**src/rtl/fetch_seq.sv**
```systemverilog
// Instruction fetch sequencer: walks one 16-bit instruction as four nibble reads (MSB first),
// drives the one-hot instruction-register nibble enable and owns the program counter.
module fetch_seq #(
   parameter int              PC_W     = 12,
   parameter logic [PC_W-1:0] RESET_PC = '0
) (
   input  logic              clk,
   input  logic              reset,
   input  logic              fetch_start,
   input  logic              pc_load,
   input  logic [PC_W-1:0]   pc_load_val,
   output logic [PC_W+1:0]   mem_addr,
   output logic              mem_rd,
   output logic [3:0]        ir_en,
   output logic [PC_W-1:0]   pc,
   output logic              busy,
   output logic              instr_valid
);

   // state | meaning
   // IDLE  | waiting for fetch_start; pc_load accepted here only
   // N0    | read nibble 0, nothing to load yet
   // N1    | read nibble 1, load IR[15:12]
   // N2    | read nibble 2, load IR[11:8]
   // N3    | read nibble 3, load IR[7:4]
   // LAST  | load IR[3:0], advance pc on exit
   // DONE  | IR complete, instr_valid pulse
   typedef enum logic [2:0] {IDLE, N0, N1, N2, N3, LAST, DONE} state_t;

   state_t     state, state_nxt;
   logic [1:0] nib;

   always_ff @(posedge clk or posedge reset) begin
      if (reset) state <= IDLE;
      else       state <= state_nxt;
   end

   always_ff @(posedge clk or posedge reset) begin
      if (reset)                      pc <= RESET_PC;
      else if (state == IDLE && pc_load) pc <= pc_load_val;
      else if (state == LAST)         pc <= pc + PC_W'(1);
   end

   always_comb begin
      state_nxt   = state;
      nib         = 2'd0;
      mem_rd      = 1'b0;
      ir_en       = 4'b0000;
      busy        = 1'b1;
      instr_valid = 1'b0;
      case (state)
         IDLE: begin
            busy = 1'b0;
            if (fetch_start) state_nxt = N0;
         end
         N0: begin
            nib       = 2'd0;
            mem_rd    = 1'b1;
            state_nxt = N1;
         end
         N1: begin
            nib       = 2'd1;
            mem_rd    = 1'b1;
            ir_en     = 4'b1000;
            state_nxt = N2;
         end
         N2: begin
            nib       = 2'd2;
            mem_rd    = 1'b1;
            ir_en     = 4'b0100;
            state_nxt = N3;
         end
         N3: begin
            nib       = 2'd3;
            mem_rd    = 1'b1;
            ir_en     = 4'b0010;
            state_nxt = LAST;
         end
         LAST: begin
            ir_en     = 4'b0001;
            state_nxt = DONE;
         end
         DONE: begin
            instr_valid = 1'b1;
            state_nxt   = IDLE;
         end
         default: state_nxt = IDLE;
      endcase
   end

   // Outside N0..N3 the nibble index is 0, so the address stays defined while mem_rd is low.
   assign mem_addr = {pc, nib};

endmodule

```
**config.mk**
```make
export PLATFORM = sky130hd
export DESIGN_NAME = fetch_seq
export DESIGN_NICKNAME = d
export VERILOG_FILES = /design/src/rtl/fetch_seq.sv
export SDC_FILE = /design/constraint.sdc
export NUM_CORES = 1
export LEC_CHECK = 0
export CAP_MARGIN = 25
export CORE_ASPECT_RATIO = 0.75
export CORE_UTILIZATION = 30
export DETAILED_ROUTE_END_ITERATION = 7
export HOLD_SLACK_MARGIN = 0.06
export PLACE_DENSITY = 0.69
export SLEW_MARGIN = 20
export SYNTH_ARGS = -nofsm -noshare
export SYNTH_HDL_FRONTEND = slang
export SYNTH_SLANG_ARGS = --single-unit
```
**constraint.sdc**
```tcl
create_clock -name clk -period 3.45 [get_ports clk]
set_input_delay 0.69 -clock clk [delete_from_list [all_inputs] [get_ports clk]]
set_output_delay 0.69 -clock clk [all_outputs]
set_load 0.02 [all_outputs]
```
==> results.tsv <==
metric	value	unit
post_drt_wl_per_cell	12.0	um
crit_slowest_cell	clkdlybuf4s50_1	
max-clock-path-buffers	2	
post-synth-top-area-cell	dfrtp_1	
busiest_layer	met2	
worst_slack_at_placement	0.995	ns
peakVddDrop	0.375	mV
antenna_found_initial	0	
diodes	0	
power_switching_share	0.459	
synth.avg_cell_area	8.57	um^2
worst_r2r_path_depth	3	
drv_slew	0	
die_height	53.3	um
finalSetupViolCount	0	
die_outline_area	0.00376	mm^2
post-synth-top-area-fraction	0.356	
cp-end-kind	output pin	
routed_wl	2390	um
tritoncts_clock_tree	built	
setup.reg_to_reg.worst_slack	1.66	ns
io-pin-count	49	
clock_edge_transition_at_the_registers_on_the_reported_setup_and_hold_paths	0.05	ns
mappedNetlistArea	0.00105	mm^2
timing.hold.worst.start	pc[6]	
groute.usage.overall	0.142	
chipWidth	70.4	um
cts_setup_buffers	0	
pin_count_of_the_biggest_net_entering_global_routing	16	
crit_type	reg -> out	
clock_latency_at_the_later_pin_of_the_worst_skew_pair	0.25	ns
floorplan.initialDensity	0.318	
yosys.cell_types.count	27	
grt_setup_unrepaired	false	
worstPathMaxFanout	9	
cts.sinks	15	
r2r_start	state[2]	
tightestPinTransition	0.636	ns
synth-async-reset-ratio	1.00	
fmax	366	MHz
seq_area_frac_synth	0.356	
drcViolationCount	0	
cap_viol_max_count	0	
post_cts.resized_instances	0	
period_utilization_post_route	0.793	
buffers_on_ports	48	
synth_most_common_cell	nand2_1	
switching_power	0.677	mW
number_of_search_and_repair_iterations_in_the_first_detailed_routing_pass	4	
ys_top_cells_by_count	nand2_1, dfrtp_1, buf_4, nor2_1, inv_1	
hold-path-endpoint	pc[6]	
hpwl	1860	um
htreeDepth	1	
num-fill-cells	320	
final_worst_setup_slack	0.715	ns
worst_path_dominant_cell_family	buffers and inverters	
num-nets-final	179	
layout.area.seq	375	um^2
synthesis.yosys.warnings	0	
synth_top_flop_cell	dfrtp_1	
total_leakage_power	0.636	nW
tns	0	ns
critical_path_buf_inv_count	2	
area_delta_synth_final	43.8	%
power.sequential.fraction	0.281	
synth_seq_cells	15	
timing.hold.worst_path_depth	2	
grt-ovfl-total	0	
clock-skew-final	0.00863	ns
std_cell_rows	18	
status	completed	
sequence_of_cells_on_the_critical_path	inv_1, ha_1, nor3_1, clkdlybuf4s50_1	
required_time_of_the_critical_path	2.76	ns
number_of_buffers_inserted_for_hold_repair_after_clock_tree_synthesis	0	
clockPowerShare	0.096	
detailroute.via_count	934	
syn_nets	142	
max_stage_delay	0.63	ns
routed_via_density	4.69	
power_report.internal_total	0.799	mW
finalWorstPathRequiredPeriod	2.73	ns
startpoint_type	flop	
hold_violations	0	
multi_input_area	523	um^2
power_per_cell_area	974	mW/mm^2
met2_usage	0.233	
first_global_vias	828	
placeableCoreArea	0.00331	mm^2
worst-endpoint-arrival	2.04	ns
cts_root_buffer	clkbuf_8	
comb_power_share	0.623	
drt_iter0_markers	43	
postRouteAntennaNets	0	
postSynthCellCount	123	
grt_pass1_wl	3970	um
grt_util_met1	0.177	
regToRegEndpoint	pc[3]	
synth_edf_count	0	
crit_cells	4	
largest_cells_by_area_after_synthesis	dfrtp_1, buf_4, nand2_1	
gpl.final_weighted_congestion	0.838	
layout-drive-gt1-share	0.0629	
max-slew-margin-rel	0.574	
worstHoldPathType	reg -> reg	
cts_inserted_buffers	3	
use_met3	0.0457	
state kept, by name, indices dropped and copies added (netlist names):
| signal | cells |
|---|---|
| pc | 12 |
| state | 3 |
power by group through the flow:
stage	registers, mW	clock network [mW]	logic, mW
after CTS	0.418	0.147	0.928
final	0.415	0.142	0.919
after detailed placement	0.420	0	0.924
after floorplan	0.448	0	0.564
after global routing	0.440	0.156	0.982
after global placement	0.410	0	0.914
per-layer routing:
metal	vias up	part of all wire
met2	33	0.46
met3	2	0.057
li1	471	-
met5	-	0
met4	0	0.011
met1	428	0.47
logic make-up after synthesis:
group,after synthesis,share of synthesized area
adders and majority gates,3,0.0356
DFF,15,0.356
and+or+nand+nor,52,0.274
AOI/OAI and AO/OA,15,0.0831
xor gates and xnor gates,10,0.0831
buffers and inverters,26,0.147
muxes,2,0.0202
metrics by stage:
step                      cell area (um^2)  power [mW]   util  std cells  hold WS [ns]
final                                 1520        1.48  0.458        199         0.625
after global routing                  1520        1.58  0.458        199         0.662
after CTS                             1520        1.49  0.458        199         0.626
after detailed placement              1470        1.34  0.444        195         0.612
after global placement                1470        1.32  0.444        195         0.600
after floorplan                       1050        1.01      -        123         0.582
placed cells by master (no fill, tap or decap):
cell type and n:
clkbuf_8 3, a311o_1 1, clkbuf_1 1, or3_1 2, o21ai_2 1, nor2_1 10, dfrtp_1 15, o21ai_0 5
and3_1 1, clkdlybuf4s50_1 48, o21ai_1 4, mux2i_1 1, a211o_1 1, nand3_1 7, xnor2_1 7, nand4b_4 1
buf_4 1, ha_1 3, nor4b_4 1, inv_1 9, a21oi_1 3, nor3_1 5, nor4_2 1, xor2_1 3
nor4_4 1, mux2_2 1, nand2_1 21, nand4_1 2
worst max-delay path by stage:
stage / start / end / slack, ns
2_1_floorplan: state[1] / ir_en[2] / 1.36
3_3_place_gp: state[2] / ir_en[2] / 1.02
3_5_place_dp: state[1] / ir_en[2] / 1.0
4_1_cts: state[1] / ir_en[2] / 0.72
5_1_grt: state[2] / ir_en[2] / 0.62
6_report: state[1] / ir_en[2] / 0.72
worst reg2reg max path, delay by kind of cell (launching register included):
| kind | cells | cell delay (ns) |
|---|---|---|
| simple gates | 1 | 0.69 |
| flops | 1 | 0.56 |
| buf+inv | 1 | 0.31 |
| compound gates | 1 | 0.10 |
layout make-up:
type / instances / share of cell area
clock buffer: 4 / 0.0297
inverter: 9 / 0.0223
multi-input combinational: 82 / 0.345
sequential: 15 / 0.248
tap: 40 / 0.0330
timing repair buffer: 49 / 0.322
No activity file was read; power rests on OpenSTA's default activity.
